<file path="config.mk">
export PLATFORM = sky130hd
export DESIGN_NAME = mcu_bus_slave_flat
export DESIGN_NICKNAME = d
export VERILOG_FILES = /design/src/rtl/mcu_bus_slave_if.sv /design/src/rtl/mcu_bus_slave.sv /design/src/flat_wrapper.sv
export SDC_FILE = /design/constraint.sdc
export NUM_CORES = 1
export LEC_CHECK = 0
export CORE_ASPECT_RATIO = 0.6
export CORE_UTILIZATION = 35
export DETAILED_ROUTE_END_ITERATION = 6
export GPL_ROUTABILITY_DRIVEN = 0
export SLEW_MARGIN = 20
export SYNTH_ARGS = -nofsm -noshare
export SYNTH_HDL_FRONTEND = slang
export SYNTH_SLANG_ARGS = --single-unit
</file>
<file path="constraint.sdc">
create_clock -name clk -period 3 [get_ports clk]
set_input_delay 0.45 -clock clk [delete_from_list [all_inputs] [get_ports clk]]
set_output_delay 0.45 -clock clk [all_outputs]
set_load 0.05 [all_outputs]
</file>
<file path="src/rtl/mcu_bus_slave_if.sv">
// mcu_bus_slave_if: MCU multiplexed-bus pads plus register-file side of the bus responder.
// Ports: ale/read/write (active-low pad strobes), data_in/data_out/data_oe (bidir pad halves),
//        addr/wr_data/wr_strobe/rd_strobe/rd_data (register file side), bus_error (sticky flag).
interface mcu_bus_slave_if;
  logic       ale;
  logic       read;
  logic       write;
  logic [7:0] data_in;
  logic [7:0] data_out;
  logic       data_oe;
  logic [7:0] addr;
  logic [7:0] wr_data;
  logic       wr_strobe;
  logic       rd_strobe;
  logic [7:0] rd_data;
  logic       bus_error;

  modport slave (
    input  ale, read, write, data_in, rd_data,
    output data_out, data_oe, addr, wr_data, wr_strobe, rd_strobe, bus_error
  );

  modport master (
    output ale, read, write, data_in, rd_data,
    input  data_out, data_oe, addr, wr_data, wr_strobe, rd_strobe, bus_error
  );
endinterface

</file>
<file path="src/rtl/mcu_bus_slave.sv">
// Purpose: FPGA responder for the MCU multiplexed 8-bit bus; latches address, prefetches reads, commits writes.
// Latency: wr_strobe SYNC_STAGES+1 clk after write rises; rd_strobe SYNC_STAGES+1 clk after ale rises.
// Backpressure: none; the MCU sets the pace, a read arriving before the prefetch completes sets bus_error.
// Ports: clk, reset (async active-high), bus (mcu_bus_slave_if.slave: pads + register-file side).
// Optional: define MCU_BUS_AUTOINC_EN for address auto-increment after each write strobe / read.
module mcu_bus_slave #(
  parameter int SYNC_STAGES = 2,  // minimum 2
  parameter int RD_LATENCY  = 1   // 0 or 1
) (
  input  logic           clk,
  input  logic           reset,
  mcu_bus_slave_if.slave bus
);

  typedef enum logic [1:0] {ST_IDLE, ST_ADDR, ST_PREFETCH, ST_READY} state_t;

  localparam logic LAT_LAST = (RD_LATENCY != 0);

  // ---------------- input synchronisers ----------------
  logic [SYNC_STAGES-1:0]      ale_sq, rd_sq, wr_sq;
  logic [SYNC_STAGES-1:0][7:0] dat_sq;
  logic                        ale_pq, rd_pq, wr_pq;

  // write chain resets to "active" so a write already in progress at reset
  // never shows a falling edge and therefore can never be armed.
  always_ff @(posedge clk or posedge reset) begin
    if (reset) begin
      ale_sq <= '1;
      rd_sq  <= '1;
      wr_sq  <= '0;
      dat_sq <= '0;
      ale_pq <= 1'b1;
      rd_pq  <= 1'b1;
      wr_pq  <= 1'b0;
    end else begin
      ale_sq <= {ale_sq[SYNC_STAGES-2:0], bus.ale};
      rd_sq  <= {rd_sq[SYNC_STAGES-2:0], bus.read};
      wr_sq  <= {wr_sq[SYNC_STAGES-2:0], bus.write};
      dat_sq <= {dat_sq[SYNC_STAGES-2:0], bus.data_in};
      ale_pq <= ale_sq[SYNC_STAGES-1];
      rd_pq  <= rd_sq[SYNC_STAGES-1];
      wr_pq  <= wr_sq[SYNC_STAGES-1];
    end
  end

  logic       ale_s, rd_s, wr_s;
  logic [7:0] dat_s;
  logic       ale_rise, rd_fall, wr_fall, wr_rise;

  assign ale_s    = ale_sq[SYNC_STAGES-1];
  assign rd_s     = rd_sq[SYNC_STAGES-1];
  assign wr_s     = wr_sq[SYNC_STAGES-1];
  assign dat_s    = dat_sq[SYNC_STAGES-1];
  assign ale_rise = ale_s & ~ale_pq;
  assign rd_fall  = ~rd_s & rd_pq;
  assign wr_fall  = ~wr_s & wr_pq;
  assign wr_rise  = wr_s & ~wr_pq;

`ifdef MCU_BUS_AUTOINC_EN
  logic rd_rise;
  assign rd_rise = rd_s & ~rd_pq;
`endif

  // ---------------- state and datapath ----------------
  state_t     state_q, state_d;
  logic       lat_q, lat_d;
  logic [7:0] addr_q, addr_d;
  logic [7:0] acap_q, acap_d;
  logic [7:0] hold_q, hold_d;
  logic [7:0] wcap_q, wcap_d;
  logic [7:0] wr_data_q, wr_data_d;
  logic       wr_arm_q, wr_arm_d;
  logic       wr_strobe_q, wr_strobe_d;
  logic       rd_strobe_q, rd_strobe_d;
  logic       bus_error_q, bus_error_d;
  logic       pf_done;

  assign pf_done = (state_q == ST_PREFETCH) && (lat_q == LAT_LAST);

  // state register
  always_ff @(posedge clk or posedge reset) begin
    if (reset) begin
      state_q <= ST_IDLE;
    end else begin
      state_q <= state_d;
    end
  end

  // next-state logic
  always_comb begin
    state_d = state_q;
    unique case (state_q)
      ST_IDLE: begin
        if (!ale_s) state_d = ST_ADDR;
      end
      ST_ADDR: begin
        if (ale_rise) state_d = ST_PREFETCH;
      end
      ST_PREFETCH: begin
        if (!ale_s)       state_d = ST_ADDR;
        else if (pf_done) state_d = ST_READY;
      end
      ST_READY: begin
        if (!ale_s) state_d = ST_ADDR;
`ifdef MCU_BUS_AUTOINC_EN
        else if (rd_rise) state_d = ST_PREFETCH;
`endif
      end
      default: state_d = ST_IDLE;
    endcase
  end

  // output / datapath next-state logic
  always_comb begin
    addr_d      = addr_q;
    acap_d      = acap_q;
    hold_d      = hold_q;
    wcap_d      = wcap_q;
    wr_data_d   = wr_data_q;
    wr_arm_d    = wr_arm_q;
    wr_strobe_d = 1'b0;
    rd_strobe_d = 1'b0;
    bus_error_d = bus_error_q;
    lat_d       = 1'b0;

    // address phase: keep the most recent data seen while ale is low
    if (!ale_s) acap_d = dat_s;

`ifdef MCU_BUS_AUTOINC_EN
    // burst: step past the address that was just written
    if (wr_strobe_q) addr_d = addr_d + 8'd1;
    if ((state_q == ST_READY) && ale_s && rd_rise) begin
      addr_d      = addr_d + 8'd1;
      rd_strobe_d = 1'b1;
    end
`endif

    // a fresh address phase overrides any increment in the same cycle
    if ((state_q == ST_ADDR) && ale_rise) begin
      addr_d      = acap_q;
      rd_strobe_d = 1'b1;
    end

    if (state_q == ST_PREFETCH) begin
      lat_d = lat_q + 1'b1;
      if (pf_done) hold_d = bus.rd_data;
    end

    // write path: a write is armed only by a falling edge seen with ale high,
    // and any ale-low period drops it.
    if (!wr_s) wcap_d = dat_s;
    if (!ale_s)       wr_arm_d = 1'b0;
    else if (wr_fall) wr_arm_d = 1'b1;

    if (wr_rise && wr_arm_q && ale_s) begin
      wr_data_d   = wcap_q;
      wr_strobe_d = 1'b1;
      wr_arm_d    = 1'b0;
      // the write always targets addr_q, which is what hold_q mirrors, so
      // read-after-write sees the new value (and beats a same-cycle prefetch)
      hold_d      = wcap_q;
    end

    // early read: the hold register still has the previous address' data
    if (rd_fall && ((state_q == ST_ADDR) || (state_q == ST_PREFETCH))) bus_error_d = 1'b1;
    // read and write low together: write wins, flag the collision
    if (!rd_s && !wr_s) bus_error_d = 1'b1;
  end

  always_ff @(posedge clk or posedge reset) begin
    if (reset) begin
      lat_q       <= 1'b0;
      addr_q      <= '0;
      acap_q      <= '0;
      hold_q      <= '0;
      wcap_q      <= '0;
      wr_data_q   <= '0;
      wr_arm_q    <= 1'b0;
      wr_strobe_q <= 1'b0;
      rd_strobe_q <= 1'b0;
      bus_error_q <= 1'b0;
    end else begin
      lat_q       <= lat_d;
      addr_q      <= addr_d;
      acap_q      <= acap_d;
      hold_q      <= hold_d;
      wcap_q      <= wcap_d;
      wr_data_q   <= wr_data_d;
      wr_arm_q    <= wr_arm_d;
      wr_strobe_q <= wr_strobe_d;
      rd_strobe_q <= rd_strobe_d;
      bus_error_q <= bus_error_d;
    end
  end

  // read low lasts about one clk, so the pad enable follows the raw read pin;
  // raw ale/write low force it off to avoid fighting the MCU.
  assign bus.data_oe   = (state_q != ST_IDLE) & ~bus.read & bus.ale & bus.write;
  assign bus.data_out  = hold_q;
  assign bus.addr      = addr_q;
  assign bus.wr_data   = wr_data_q;
  assign bus.wr_strobe = wr_strobe_q;
  assign bus.rd_strobe = rd_strobe_q;
  assign bus.bus_error = bus_error_q;

endmodule

</file>
<file path="src/flat_wrapper.sv">
// flat-port wrapper written by rule: the top's interface ports become plain ports
module mcu_bus_slave_flat 
#(
  parameter int SYNC_STAGES = 2,              
  parameter int RD_LATENCY  = 1            
)
  (clk, reset, bus_ale, bus_read, bus_write, bus_data_in, bus_rd_data, bus_data_out, bus_data_oe, bus_addr, bus_wr_data, bus_wr_strobe, bus_rd_strobe, bus_bus_error);
  mcu_bus_slave_if bus_i ();
  input  logic clk;
  input  logic reset;
  input wire logic [$bits(bus_i.ale)-1:0] bus_ale;
  input wire logic [$bits(bus_i.read)-1:0] bus_read;
  input wire logic [$bits(bus_i.write)-1:0] bus_write;
  input wire logic [$bits(bus_i.data_in)-1:0] bus_data_in;
  input wire logic [$bits(bus_i.rd_data)-1:0] bus_rd_data;
  output wire logic [$bits(bus_i.data_out)-1:0] bus_data_out;
  output wire logic [$bits(bus_i.data_oe)-1:0] bus_data_oe;
  output wire logic [$bits(bus_i.addr)-1:0] bus_addr;
  output wire logic [$bits(bus_i.wr_data)-1:0] bus_wr_data;
  output wire logic [$bits(bus_i.wr_strobe)-1:0] bus_wr_strobe;
  output wire logic [$bits(bus_i.rd_strobe)-1:0] bus_rd_strobe;
  output wire logic [$bits(bus_i.bus_error)-1:0] bus_bus_error;
  assign bus_i.ale = bus_ale;
  assign bus_i.read = bus_read;
  assign bus_i.write = bus_write;
  assign bus_i.data_in = bus_data_in;
  assign bus_i.rd_data = bus_rd_data;
  assign bus_data_out = bus_i.data_out;
  assign bus_data_oe = bus_i.data_oe;
  assign bus_addr = bus_i.addr;
  assign bus_wr_data = bus_i.wr_data;
  assign bus_wr_strobe = bus_i.wr_strobe;
  assign bus_rd_strobe = bus_i.rd_strobe;
  assign bus_bus_error = bus_i.bus_error;
  mcu_bus_slave #(.SYNC_STAGES(SYNC_STAGES), .RD_LATENCY(RD_LATENCY)) u_core (.clk(clk), .reset(reset), .bus(bus_i));
endmodule
</file>
# After elaboration in Yosys (flattened, before gate mapping)
# Cells that the tools add are included.
totals:
  out_inout_bits: 28
  word_cells: 72
  regBits: 72
  inputBits: 21
op_classes:
  eq_ne: 7
  bitwise_logic: 12
  add_sub_neg: 1
  n_reduce_logical: 17
  n_mux: 16
ops:
  columns: ["cell", "count"]
  rows:
  - ["two-way mux 8 bit", 3]
  - ["two-way mux 1 bit", 8]
  - ["two-way mux 2 bit", 4]
  - ["nonzero test 2 bit", 4]
  - ["AND 1 bit", 7]
  - ["logical AND 1 bit", 6]
  - ["inequality test 3 bit, second input constant", 2]
  - ["one-hot mux 2 bit (3 select lines)", 1]
  - ["NOT 1 bit", 5]
  - ["equality test 2 bit, second input constant", 2]
  - ["AND reduction 3 bit", 1]
  - ["equality test 2 x 1 -> 1 bit, second input constant", 1]
  - ["logical NOT 1 bit", 2]
  - ["logical NOT 2 bit", 1]
  - ["inequality test 2 x 1 -> 1 bit, second input constant", 1]
  - ["inequality test 2 bit, second input constant", 1]
  - ["AND reduction 2 bit", 1]
  - ["OR reduction 2 bit", 1]
  - ["adder 1 bit, second input constant", 1]
  - ["logical OR 1 bit", 1]

# Longest topological paths before layout
# Gate-level depths: netlist of run 1.
logic_depth:
  ltp_word: 6
  mapped_depth: 6
  depth_no_buf: 6

# Worst setup path after synthesis of run 1
# OpenSTA, ideal clock, no wires.
synth_path:
  path_type: "reg-to-output"
  startpoint: "register u_core.state_q[0]"
  endpoint: "output port bus_data_oe"
  slack_ps: 852
  stages_incl_launch_ff: 4
  required_time_ps: 2550
  n_path_buf: 0
  arrival_ps: 1698
  cell_sequence: "dfrtp_1 > inv_1 > ha_1 > nor3_1"
synth_via:
  elab_chain_len: 4
synth_rtl:
  columns: ["item", "line", "text"]
  rows:
  - ["start, declared", "mcu_bus_slave.sv:65", "state_t state_q, state_d;"]
  - ["start signal, assigned", "mcu_bus_slave.sv:85", "state_q <= state_d;"]
  - ["nonzero test 2 bit", "mcu_bus_slave.sv:198", "assign bus.data_oe = (state_q != ST_IDLE) & ~bus.read & bus.ale & bus.write;"]
  - ["AND 1 bit (3 in series)", "mcu_bus_slave.sv:198", null]
  - ["end, declared", "flat_wrapper.sv:17", "output wire logic [$bits(bus_i.data_oe)-1:0] bus_data_oe;"]
# No other way between the ends.

# Worst setup path in the final report of run 1
# Same ends and word-level chain as after synthesis.

==> qor.csv, run 1 <==
metric;value;unit
outcome;finished, violations left;
violations;design-rule violations;
grt_pass1_wl;7670;um
startpoint_type;register;
cts_hold_buf;0;
hold_viol;0;
clock-root-buffer;clkbuf_16;
required;2.55;ns
criticalPathCategory;reg2out;
cts_resized;0;
routed_wl;4450;um
finalPower;3.42;mW
rsz0062_at_grt;no;
fmax;0.402;GHz
finalSetupTns;0;ns
nFillCells;619;
total_leakage_power;1.60;nW
layout-drive-gt1-share;17.8;%
htreeDepth;3;
critPathArrivalTime;2.04;ns
syn-num-nets;212;
layout.nets;268;
drtIter0Drc;71;
cts_tree;built;
cts.sinks;72;
use_met3;6.20;%
p_int;2.22;mW
clkLatencyLatePin;0.32;ns
grt_max_degree;62;
fin_cells;334;
utilization;49.8;%
rows;23;
maxSlewViolCount;0;
clock_skew;0.00311;ns
vias;1479;
synth_area_leaders;dfrtp_1, nand2_1, mux2_2;
drtPass1Iterations;6;
place_ws;0.537;ns
switchingPower;1.19;mW
numCtsBuffers;9;
initial_core_util;37.2;%
seqPwrFrac;37.5;%
fp.dieH;68.1;um
clock_tree.buffer_depth;2;
drc;5;
timing.final.crit_share;82.8;%
comb_power_share;32.6;%
netlist-cell-type-count;24;
grt_pass1_vias;1487;
port_buffers;48;
place_inst;319;
synth_area;2550;um^2
ios;49;
synth_top_cell_by_area;dfrtp_1;
slew-limit-headroom;65.2;%
maxCapViolations;0;
vias_per_cell;4.43;
yosys_warnings;0;
cpMaxStageDelayCell;clkdlybuf4s50_1;
grt-busiest-layer;met1;
die_w;112;um
dpl.hpwl;3050;um
post_cts_buffers;0;
setup_violations;0;
gr-usage-met1;20.6;%
grt_usage;13.8;%
grt_use_met2;16.7;%
hp-class;reg2reg;
synth_seq_area_share;71.0;%
end_kind;primary output;
peakVddDrop;0.402;mV
worstMarginPinSlew;0.521;ns
clkTransAtPathRegs;0.05;ns
wl_per_cell;13.3;um
ant_nets;0;
yosysTopAreaCellShare;64.8;%
antenna_found_initial;0;
core_area;6850;um^2
min_period;2.49;ns
grt-ovfl-total;0;
cp_cell_sequence;inv_1 -> ha_1 -> nor3_1 -> clkdlybuf4s50_1;
p_per_area;1000;nW/um^2
syn-mean-instance-area;13.6;um^2
cp_max_fo;3;
layout_setup_ws;0.515;ns
clkPwrFrac;29.8;%
swShare;35.0;%
area_growth;34.0;%
synth_seq_cells;72;
die-area;7640;um^2
max_stage_delay;0.86;ns
antenna_cells;0;
synth_cells;187;
==> per-stage QoR <==
stage	area [um^2]	hold slack (ns)
finish	3410	0.345
floorplan	2550	0.331
detailed placement	3120	0.335
global route	3410	0.352
CTS	3410	0.347
global placement	3120	0.333
==> placed cells by master, fill, tap and decap left out, drive strengths merged <==
master	count
inv	4
bufinv	1
nand2	53
dfstp	6
o21ai	12
mux2	16
a22o	1
a21boi	1
nor2	1
mux2i	9
a21oi	1
clkdlybuf4s50	48
nor2b	1
nand2b	1
clkinv	3
and2	1
buf	1
nand3b	1
nand4b	1
clkinvlp	1
dfrtp	66
clkbuf	12
ha	4
or2	1
nor3	1
==> path summary, 6_finish.rpt <==
kind | slack (ns) | to | cells after the start | start
max | 0.51 | bus_data_oe | 4 | u_core.state_q[0]
min in group asynchronous | 0.38 | u_core.acap_q[5] | 2 | reset
min | 0.35 | u_core.dat_s[4] | 0 | u_core.dat_sq[4]
max in group asynchronous | 2.00 | u_core.ale_sq[0] | 3 | reset
min reg2reg | 0.35 | u_core.dat_s[4] | 0 | u_core.dat_sq[4]
max reg2reg | 1.39 | u_core.bus.addr[7] | 6 | u_core.state_q[1]
==> cell type report <==
cell class	count	area [um^2]	share of cell area, %
Clock buffer	12	246	7.22
Tap cell	87	109	3.19
Timing Repair Buffer	49	500	14.7
Sequential cell	72	1810	53.0
Inverter	6	27.5	0.806
Clock inverter	3	42.5	1.25
Multi-Input combinational cell	105	678	19.9
==> power groups by stage <==
stage                     sequential, mW  clock [mW]  combinational [mW]
after global placement              1.29           0                1.12
final                               1.28        1.02                1.11
after global routing                1.31        1.10                1.19
after CTS                           1.29        1.05                1.12
after detailed placement            1.30           0                1.12
after floorplan                     1.75           0               0.277
==> synthesized netlist by cell type <==
master,count
or2_2,1
ha_1,4
nor2b_2,1
buf_2,2
a21oi_1,1
clkinv_1,1
clkinv_4,1
nand2_1,52
nand4b_4,1
and2_1,1
nor2_1,1
a22o_1,1
mux2i_1,9
o21ai_0,12
nand2b_1,1
inv_1,4
nand2_2,1
nand3b_2,1
a21boi_2,1
mux2_2,16
dfstp_2,6
nor3_1,1
dfrtp_1,66
buf_6,2
==> state kept, by name, summed over array words and instances (netlist names) <==
register and flops:
u_core.wr_sq 2, u_core.rd_sq 2, u_core.ale_sq 2, u_core.lat_q 1, u_core.dat_s 8, u_core.bus.wr_data 8
u_core.bus.bus_error 1, u_core.rd_pq 1, u_core.bus.data_out 8, u_core.bus.wr_strobe 1, u_core.dat_sq 8, u_core.bus.rd_strobe 1
u_core.wr_arm_q 1, u_core.state_q 2, u_core.acap_q 8, u_core.wr_pq 1, u_core.wcap_q 8, u_core.ale_pq 1
u_core.bus.addr 8
==> cells by family after synthesis <==
| family | count (synthesis) | share of synthesized area, % |
|---|---|---|
| AO/OA/AOI/OAI | 15 | 3.34 |
| buffers and inverters | 10 | 2.36 |
| AND/OR/NAND/NOR | 61 | 10.7 |
| flip-flops | 72 | 71.0 |
| adder cells (fa/ha/maj) | 4 | 1.96 |
| multiplexers | 25 | 10.6 |
==> layer usage <==
metal	part of all wire, %	vias up
met5	0	-
li1	-	722
met4	0.99	0
met3	7.2	6
met1	56	700
met2	36	51
==> critical path, delay by kind of cell (launching register included) <==
kind / cells / cell delay (ns)
simple gates: 1 / 0.21
fa+ha+maj: 1 / 0.20
buf+inv: 2 / 0.94
flops: 1 / 0.37
(Power assumes the default switching activity.)
==> inputs of run 2 (changes only) <==
clock period = 2 ns   (was 3 ns; I/O delays follow)
==> qor.csv, run 2 (synthesis results as in run 1) <==
metric;value;unit
outcome;finished, violations left;
violations;design-rule violations;
peakVddDrop;0.656;mV
swShare;34.6;%
setup_violations;0;
startpoint_type;register;
rsz0062_at_grt;no;
layout.nets;272;
vias_per_cell;4.37;
numCtsBuffers;9;
dpl.hpwl;3200;um
grt_pass1_vias;1554;
min_period;1.81;ns
core_area;6850;um^2
grt-ovfl-total;0;
total_leakage_power;1.64;nW
r2r_slack;0.55;ns
cp_cell_sequence;clkdlybuf4s50_1;
ant_nets;0;
antenna_cells;0;
port_buffers;48;
cts_resized;0;
cts_tree;built;
htreeDepth;3;
clock-root-buffer;clkbuf_16;
post_cts_buffers;0;
switchingPower;1.81;mW
fin_cells;339;
slew-limit-headroom;64.2;%
clkTransAtPathRegs;0.05;ns
most-common-layout-cells;dfrtp_1, nand2_1, clkdlybuf4s50_1;
drtIter0Drc;68;
clkLatencyLatePin;0.32;ns
hp-class;in2async;
initial_core_util;37.2;%
routed_wl;4590;um
criticalPathCategory;reg2out;
drc;7;
place_inst;323;
grt_usage;14.1;%
cp_max_fo;2;
final_common_cell;dfrtp_1;
vias;1481;
comb_power_share;32.3;%
clock_skew;0.00391;ns
antenna_found_initial;0;
timing.final.crit_share;90.5;%
finalSetupTns;0;ns
critPathArrivalTime;1.51;ns
die_w;112;um
clkPwrFrac;30.9;%
rows;23;
hold_viol;0;
maxSlewViolCount;0;
clock_tree.buffer_depth;2;
grt_pass1_wl;7780;um
wl_per_cell;13.5;um
die-area;7640;um^2
worstMarginPinSlew;0.535;ns
required;1.70;ns
seqPwrFrac;36.8;%
fmax;0.552;GHz
cts.sinks;72;
p_per_area;1490;nW/um^2
cts_hold_buf;0;
p_int;3.42;mW
path_delay_family;buffers and inverters;
maxCapViolations;0;
grt_max_degree;26;
fp.dieH;68.1;um
layout-drive-gt1-share;20.6;%
drtPass1Iterations;6;
end_kind;primary output;
max_stage_delay;0.84;ns
ios;49;
area_growth;37.3;%
cpMaxStageDelayCell;clkdlybuf4s50_1;
critPathBufInv;1;
nFillCells;631;
finalPower;5.22;mW
[run 2: cell count changes in the layout (fill, tap and decap cells not counted), sizes merged]
cell	change
clkinvlp	+1
buf	+5
clkdlybuf4s50	-1
inv	-1
clkinv	+1
[run 2: final timing paths]
kind                                  startpoint                endpoint  cells after the start
max                        u_core.bus.wr_data[2]          bus_wr_data[2]                      1
min                                        reset      u_core.bus.addr[5]                      2
max reg2reg                     u_core.ale_sq[1]  u_core.bus.data_out[1]                      4
min reg2reg                     u_core.dat_sq[1]         u_core.dat_s[1]                      0
max in group asynchronous                  reset            u_core.rd_pq                      3
min in group clk                u_core.dat_sq[1]         u_core.dat_s[1]                      0
[run 2: cell type report]
class | instances | area [um^2] | area share (%)
sequential | 72 | 1810 | 51.7
tap | 87 | 109 | 3.11
inverter | 6 | 31.3 | 0.894
clock inverter | 4 | 51.3 | 1.47
multi-input combinational | 105 | 678 | 19.4
timing repair buffer | 53 | 553 | 15.8
clock buffer | 12 | 267 | 7.62
[run 2: per-stage QoR]
stage	util, %	setup slack (ns)	hold slack [ns]	instance area [um^2]
floorplan	-	0.00173	0.304	2550
global placement	46.4	0.419	0.334	3180
detailed placement	46.4	0.407	0.335	3180
CTS	51.1	0.172	0.322	3500
global route	51.1	0.0963	0.330	3500
finish	51.1	0.190	0.322	3500
[run 2: power groups by stage]
| stage | combinational [mW] | clock (mW) | sequential (mW) |
|---|---|---|---|
| after floorplan | 0.416 | 0 | 2.63 |
| after global placement | 1.68 | 0 | 1.94 |
| after detailed placement | 1.70 | 0 | 1.94 |
| after CTS | 1.71 | 1.65 | 1.92 |
| after global routing | 1.80 | 1.74 | 1.96 |
| final | 1.69 | 1.62 | 1.92 |
[run 2: layer usage]
| metal | track usage [%] | wire (um) | vias to the layer above | share of wire [%] |
|---|---|---|---|---|
| met1 | 20.2 | 2590 | 696 | 56 |
| met3 | 6.29 | 283 | 4 | 6.2 |
| met2 | 18.8 | 1710 | 52 | 37 |
| li1 | - | - | 729 | - |
| met5 | 0 | 0 | - | 0 |
| met4 | 4.00 | 11 | 0 | 0.24 |
